`src/rtl/tx_mqam_pkg.sv`:
```
// Shared encodings, Gray level tables and PRBS constants for the M-QAM transmitter.
`timescale 1ns/1ps
package tx_mqam_pkg;

    typedef enum logic [1:0] {
        MODE_QPSK  = 2'd0,
        MODE_16QAM = 2'd1,
        MODE_64QAM = 2'd2,
        MODE_RSVD  = 2'd3
    } mode_e;

    localparam int unsigned PRBS_W      = 15;
    localparam int unsigned PRBS_TAP_HI = 14;
    localparam int unsigned PRBS_TAP_LO = 13;
    localparam logic [PRBS_W-1:0] PRBS_SEED_DEFAULT = 15'h7FFF;

    localparam int unsigned COLL_W = 6;
    localparam int unsigned LVL_W  = 4;

    localparam logic [2:0] BITS_PER_SYM [0:3] = '{3'd2, 3'd4, 3'd6, 3'd2};

    localparam logic signed [LVL_W-1:0] GRAY2_LVL [0:1] = '{-4'sd1, 4'sd1};
    localparam logic signed [LVL_W-1:0] GRAY4_LVL [0:3] = '{-4'sd3, -4'sd1, 4'sd3, 4'sd1};
    localparam logic signed [LVL_W-1:0] GRAY8_LVL [0:7] =
        '{-4'sd7, -4'sd5, -4'sd1, -4'sd3, 4'sd7, 4'sd5, 4'sd1, 4'sd3};
    localparam logic signed [LVL_W-1:0] MODE_MULT [0:3] = '{4'sd4, 4'sd2, 4'sd1, 4'sd4};

    typedef struct packed {
        logic              valid;
        mode_e             mode;
        logic [COLL_W-1:0] bits;
    } sym_t;

    function automatic mode_e sanitize_mode(input logic [1:0] m);
        return (m == MODE_RSVD) ? MODE_QPSK : mode_e'(m);
    endfunction

    // Level times mode multiplier, in units of D; always within -7..+7.
    function automatic logic signed [LVL_W-1:0] axis_level(input mode_e m,
                                                           input logic [COLL_W-1:0] bits,
                                                           input logic q_axis);
        logic signed [LVL_W-1:0] g;
        case (m)
            MODE_16QAM: g = GRAY4_LVL[q_axis ? bits[1:0] : bits[3:2]];
            MODE_64QAM: g = GRAY8_LVL[q_axis ? bits[2:0] : bits[5:3]];
            default:    g = GRAY2_LVL[q_axis ? bits[0] : bits[1]];
        endcase
        return 4'(g * MODE_MULT[m]);
    endfunction

endpackage

```
`src/rtl/transmit_mqam_prbs15.sv`:
```
// PRBS-15 (x^15+x^14+1) generator; bit_c is the bit produced by the next advance.
`timescale 1ns/1ps
module prbs15_gen
    import tx_mqam_pkg::*;
(
    input  logic              clk_i,
    input  logic              rst_i,
    input  logic              advance_i,
    input  logic [PRBS_W-1:0] seed_i,
    output logic              bit_c
);

    logic [PRBS_W-1:0] st_q, st_d;

    assign bit_c = st_q[PRBS_TAP_HI] ^ st_q[PRBS_TAP_LO];

    always_comb begin
        st_d = st_q;
        if (advance_i) begin
            st_d = {st_q[PRBS_W-2:0], bit_c};
        end
    end

    always_ff @(posedge clk_i) begin
        if (rst_i) begin
            st_q <= seed_i;
        end else begin
            st_q <= st_d;
        end
    end

endmodule

```
`src/rtl/transmit_mqam.sv`:
```
// M-QAM symbol mapper with fs/4 digital upconversion driving an offset-binary DAC.
`timescale 1ns/1ps
module transmit_mqam
    import tx_mqam_pkg::*;
#(
    parameter int unsigned       BIT_DAC   = 14,
    parameter int unsigned       SPS       = 8,
    parameter logic [PRBS_W-1:0] PRBS_SEED = PRBS_SEED_DEFAULT
) (
    input  logic               CLOCK_50,
    input  logic               RESET,
    input  logic               EN,
    input  logic [1:0]         MODE,
    output logic [BIT_DAC-1:0] DAC_OUT,
    output logic               SYM_STROBE,
    output logic               PLL_OUT_DA,
    output logic               DA_WRTA,
    output logic               DA_MODE
);

    localparam int unsigned SW = $clog2(SPS);
    localparam logic [BIT_DAC-1:0] MIDSCALE = {1'b1, {(BIT_DAC-1){1'b0}}};

    logic [SW-1:0]      s_q, s_d;
    mode_e              mode_q, mode_d;
    logic [COLL_W-1:0]  coll_q, coll_d;
    sym_t               sym_q, sym_d;
    logic [BIT_DAC-1:0] dac_q, dac_d;
    logic               strobe_q, strobe_d;
    logic               advance;
    logic               prbs_bit;
    logic [BIT_DAC-1:0] amp_i, amp_q, samp;

    prbs15_gen u_prbs (
        .clk_i     (CLOCK_50),
        .rst_i     (RESET),
        .advance_i (advance),
        .seed_i    (PRBS_SEED),
        .bit_c     (prbs_bit)
    );

    // Counter, bit collection, symbol load and upconverted sample for the next DAC word.
    always_comb begin
        s_d      = s_q;
        mode_d   = mode_q;
        coll_d   = coll_q;
        sym_d    = sym_q;
        dac_d    = MIDSCALE;
        strobe_d = 1'b0;
        advance  = 1'b0;
        amp_i    = {axis_level(sym_q.mode, sym_q.bits, 1'b0), {(BIT_DAC-LVL_W){1'b0}}};
        amp_q    = {axis_level(sym_q.mode, sym_q.bits, 1'b1), {(BIT_DAC-LVL_W){1'b0}}};
        case (s_q[1:0])
            2'd0:    samp = amp_i;
            2'd1:    samp = -amp_q;
            2'd2:    samp = -amp_i;
            default: samp = amp_q;
        endcase

        if (EN) begin
            s_d = (s_q == SW'(SPS-1)) ? '0 : s_q + SW'(1);
            if (s_q == '0) begin
                mode_d = sanitize_mode(MODE);
            end
            // s<2 always advances, so the previous period's k is safe at s=0.
            advance = int'(s_q) < int'(BITS_PER_SYM[mode_q]);
            if (advance) begin
                coll_d = {coll_q[COLL_W-2:0], prbs_bit};
            end
            if (s_q == SW'(SPS-1)) begin
                sym_d = '{valid: 1'b1, mode: mode_q, bits: coll_q};
            end
            if (sym_q.valid) begin
                dac_d    = samp + MIDSCALE;
                strobe_d = (s_q == '0);
            end
        end
    end

    always_ff @(posedge CLOCK_50) begin
        if (RESET) begin
            s_q      <= '0;
            mode_q   <= MODE_QPSK;
            coll_q   <= '0;
            sym_q    <= '0;
            dac_q    <= MIDSCALE;
            strobe_q <= 1'b0;
        end else begin
            s_q      <= s_d;
            mode_q   <= mode_d;
            coll_q   <= coll_d;
            sym_q    <= sym_d;
            dac_q    <= dac_d;
            strobe_q <= strobe_d;
        end
    end

    assign DAC_OUT    = dac_q;
    assign SYM_STROBE = strobe_q;
    assign PLL_OUT_DA = CLOCK_50;
    assign DA_WRTA    = CLOCK_50;
    assign DA_MODE    = 1'b1;

endmodule

```
`config.mk`:
```
export PLATFORM = sky130hd
export DESIGN_NAME = transmit_mqam
export DESIGN_NICKNAME = d
export VERILOG_FILES = /design/src/rtl/tx_mqam_pkg.sv /design/src/rtl/transmit_mqam_prbs15.sv /design/src/rtl/transmit_mqam.sv
export SDC_FILE = /design/constraint.sdc
export NUM_CORES = 1
export LEC_CHECK = 0
export BUFFER_PORTS_ARGS = -buffer_cell sky130_fd_sc_hd__clkbuf_2
export CORE_MARGIN = 5
export CORE_UTILIZATION = 40
export CTS_BUF_LIST = sky130_fd_sc_hd__clkbuf_4
export DETAILED_ROUTE_END_ITERATION = 8
export SETUP_SLACK_MARGIN = 0.05
export SLEW_MARGIN = 5
export SYNTH_ARGS = -nofsm -noshare
export SYNTH_HDL_FRONTEND = slang
export SYNTH_HIERARCHICAL = 1
export SYNTH_SLANG_ARGS = --single-unit
```
`constraint.sdc`:
```
create_clock -name CLOCK_50 -period 7.1 [get_ports CLOCK_50]
set_input_delay 1.065 -clock CLOCK_50 [delete_from_list [all_inputs] [get_ports CLOCK_50]]
set_output_delay 1.065 -clock CLOCK_50 [all_outputs]
set_load 0.05 [all_outputs]
```
# == Yosys cells after proc, flatten, opt, wreduce, memory -nomap -nowiden ==
# Memories as Yosys holds them, arrays and structs flattened.
# Cells that the tools add are included.
# totals
reg_bits,50
mem_bits_ro,64
in_bits,5
out_inout_bits,18
wordCells,77
memories,2
# mem_list
memory,depth,width,read_ports,rd_clocked_by_memory_dff,write_ports,line,rtl
(name not given),8,4,1,0,0,tx_mqam_pkg.sv:45,MODE_64QAM: g = GRAY8_LVL[q_axis ? bits[2:0] : bits[5:3]];
(name not given),8,4,1,0,0,tx_mqam_pkg.sv:45,
# op_classes
add_sub_neg,4
n_mul,2
magnitude_cmp,9
n_eq_ne,6
mux,28
n_bitwise,11
reduce_logical,6
# op_table
op,n
4-bit two-way mux,16
14-bit one-hot mux with 3 select lines,1
14-bit negation,2
4-bit binary-select mux with 2-bit select,3
4-bit one-hot mux with 2 select lines,2
14-bit adder (second input constant),1
3-bit greater-or-equal comparator (second input constant),4
2-bit inverter with 3-bit output,4
3-bit two-way mux,3
4-bit greater-or-equal comparator (second input constant),2
4-bit by 4-bit multiplier with 4-bit output,2
3-bit inverter with 4-bit output,2
3-bit binary-select mux with 2-bit select,1
2-bit == test (second input constant),3
2-bit AND reduction,3
2-bit by 1-bit == test with 1-bit output (second input constant),2
2-bit greater-or-equal comparator (second input constant),2
1-bit inverter with 2-bit output,2
3-bit by 1-bit adder with 3-bit output (second input constant),1
3-bit == test (second input constant),1
3-bit zero test,1
3-bit < comparator,1
3-bit OR reduction,1
2-bit zero test,1
other kinds (4),5

# == Depth between registers and ports, before layout ==
# logic_depth
depth_word,9
ltp_mapped,18
mapped_depth_nobuf,17

# == Cells and area by module ==
# Netlist, hierarchy kept.
# by_module_without_submodules
mod,instances,cells_per_inst,area_each_um2,seq_area_each_um2
transmit_mqam,1,217,1732.9,500.5
prbs15_gen,1,34,699.4,450.4

==> impl_metrics.ini <==
[final_layout]
diodes = 0
drive_gt1_frac = 0.164
fill_cells = 571
final_util = 0.436
layout.nets = 298
final_common_cell = a21oi_1
final_cell_mix = 28 x a21oi_1, 26 x nand2_1, 26 x conb_1
finalNonFillerCells = 350
final_cell_area_um2 = 2580
area_growth_pct = 6.02

[detailed_routing]
first_iter_violations = 79
firstDrtPassIters = 4
wl_per_cell_um = 11.9
drtAntennaViolNets = 0
wl_um = 4180
drc_errors = 0
num_vias = 1715
vias_per_cell = 4.90

[logic_synthesis]
syn_area_um2 = 2430
ys_seq_area_frac = 0.391
synth_top_family_by_area = simple AND/OR/NAND/NOR gates
yosysTopAreaCell = dfxtp_1
yosys-mux-area-fraction = 0.100
synthDistinctLibCells = 48
ys_warn_count = 6
synth-simple-area-share = 0.145
synthCells = 251
synth_compound_area_frac = 0.122
syn_avg_cell_area_um2 = 9.69
synth-xor-area-share = 0.0427
ys_ff_latch = 40
synth_fa_ha_area_frac = 0.0977
ys_top_cells_by_area = dfxtp_1 21%, edfxtp_1 19%, ha_1 9.8%
synth_top_area_frac = 0.206
synth-main-ff-cell = dfxtp_1
synth_edf_count = 15
async_flop_share = 0

[worst_setup_path]
arrival_ns = 4.02
cp-end-kind = primary output
path_class = clock port to primary output
startpoint_type = clock port
cp_max_fo = 2
cp.required_ns = 6.03

[placed_design]
gp_congestion = 0.806
dp_hpwl_um = 2940
numPortBuffers = 11
dp_cells = 338
dpl_cell_area_um2 = 2490

[sta]
worstMarginPinSlew_ns = 0.871
hold_viol = 0
setup-violations-final = 0
tns_ns = 0
rsz0062_at_grt = false
drv_slew = 0
skew_ns = 0.00204
slew_headroom = 0.419

[die]
start_util = 0.411
top_level_ports = 23
die-area_um2 = 7740
fp.dieW_um = 88.0
die_h_um = 88.0
row_count = 28
core_area_um2 = 5920

[grt]
overflow = 0
grt_pass1_wl_um = 7460
use_met1 = 0.156
grt_max_degree = 38
grt_pass1_vias = 1686
grtUsageTotal = 0.124
antenna_found_initial = 0
grt_util_met2 = 0.185
grt_use_met3 = 0.0329
grt-busiest-layer = met2

[clocking]
postCtsHoldBufs = 0
cts_tree = built
cts-resized-gates = 0
clk_latency_ns = 0.44
path_clk_slew_ns = 0.12
cts_setup_buffers = 0

[power]
total_power_uw = 520
ir_drop_mv = 0.400
p_leak_uw = 0.00107
p_per_area_nw_per_um2 = 202

[outcome]
status = finished, final reports clean

[run]
cap_violations = 0

[worst_hold_path]
worstHoldPathType = flip-flop to flip-flop
[critical path, stage by stage]
cell and delay (ns):
clkbuf_4 0.12, clkbuf_4 0.12, clkbuf_2 0.23
[synth_stat cells, types with 2 or more instances]
cell type	instances
a211oi_1	2
a21oi_1	28
a221oi_1	2
a22oi_1	2
buf_4	14
buf_6	3
clkbuf_1	4
conb_1	2
dfxtp_1	25
edfxtp_1	15
ha_1	19
inv_1	13
mux2_2	7
mux2_4	9
mux2i_1	3
nand2_1	26
nand2b_1	3
nand3_1	8
nand3b_1	2
nor2_1	18
nor2b_1	3
nor3_1	5
nor3b_1	2
o21ai_0	2
o22ai_1	2
o31ai_1	2
xnor2_1	5
xor2_1	5
[through the flow]
step / hold WS (ns) / worst slack [ns]
final: 0.467 / 2.02
after floorplan: 0.437 / 2.32
after global routing: 0.505 / 2.00
after CTS: 0.467 / 2.00
after detailed placement: 0.450 / 2.27
after global placement: 0.448 / 2.27
[worst paths after layout]
| check | from | endpoint | slack, ns | cells after the start |
|---|---|---|---|---|
| hold reg to reg | coll_q[5] | coll_q[5] | 0.47 | 2 |
| hold / removal | coll_q[5] | coll_q[5] | 0.47 | 2 |
| setup reg to reg | sym_q[6] | DAC_OUT[13] | 3.37 | 15 |
| setup / recovery | CLOCK_50 | PLL_OUT_DA | 2.02 | 3 |
[power by group]
| part | internal [uW] | switching [uW] |
|---|---|---|
| sequential | 254 | 6.01 |
| clock | 74.1 | 130 |
| combinational | 20.8 | 34.7 |
| total | 349 | 171 |
[metal layers]
layer  vias up  wire [um]
li1        873          -
met1       805       2050
met2        28       1880
met3         9        149
met4         0        104
met5         -          0
[cell type report]
class,count,area (um2),share of cell area
multi-input cells,197,1330,0.517
well taps,75,93.8,0.0364
clock buffers,12,85.1,0.0330
repair buffers,9,45.0,0.0175
flip-flops and latches,40,951,0.369
inverters,15,58.8,0.0228
clock inverters,2,11.3,0.00437
[flip-flops by register name, indices dropped and copies added (netlist names)]
signal / count
DAC_OUT: 4
SYM_STROBE: 1
coll_q: 6
mode_q: 2
s_q: 3
sym_q: 9
u_prbs/st_q: 15
[logic make-up (layout without fill, tap and decap cells)]
family	after synthesis	in the layout
DFF	40	40
AOI/OAI and AO/OA	48	48
adders and majority gates	19	19
and+or+nand+nor	74	74
xor gates and xnor gates	11	11
buffers and inverters	38	38
muxes	19	19
other	2	26
(Power assumes the default switching activity.)
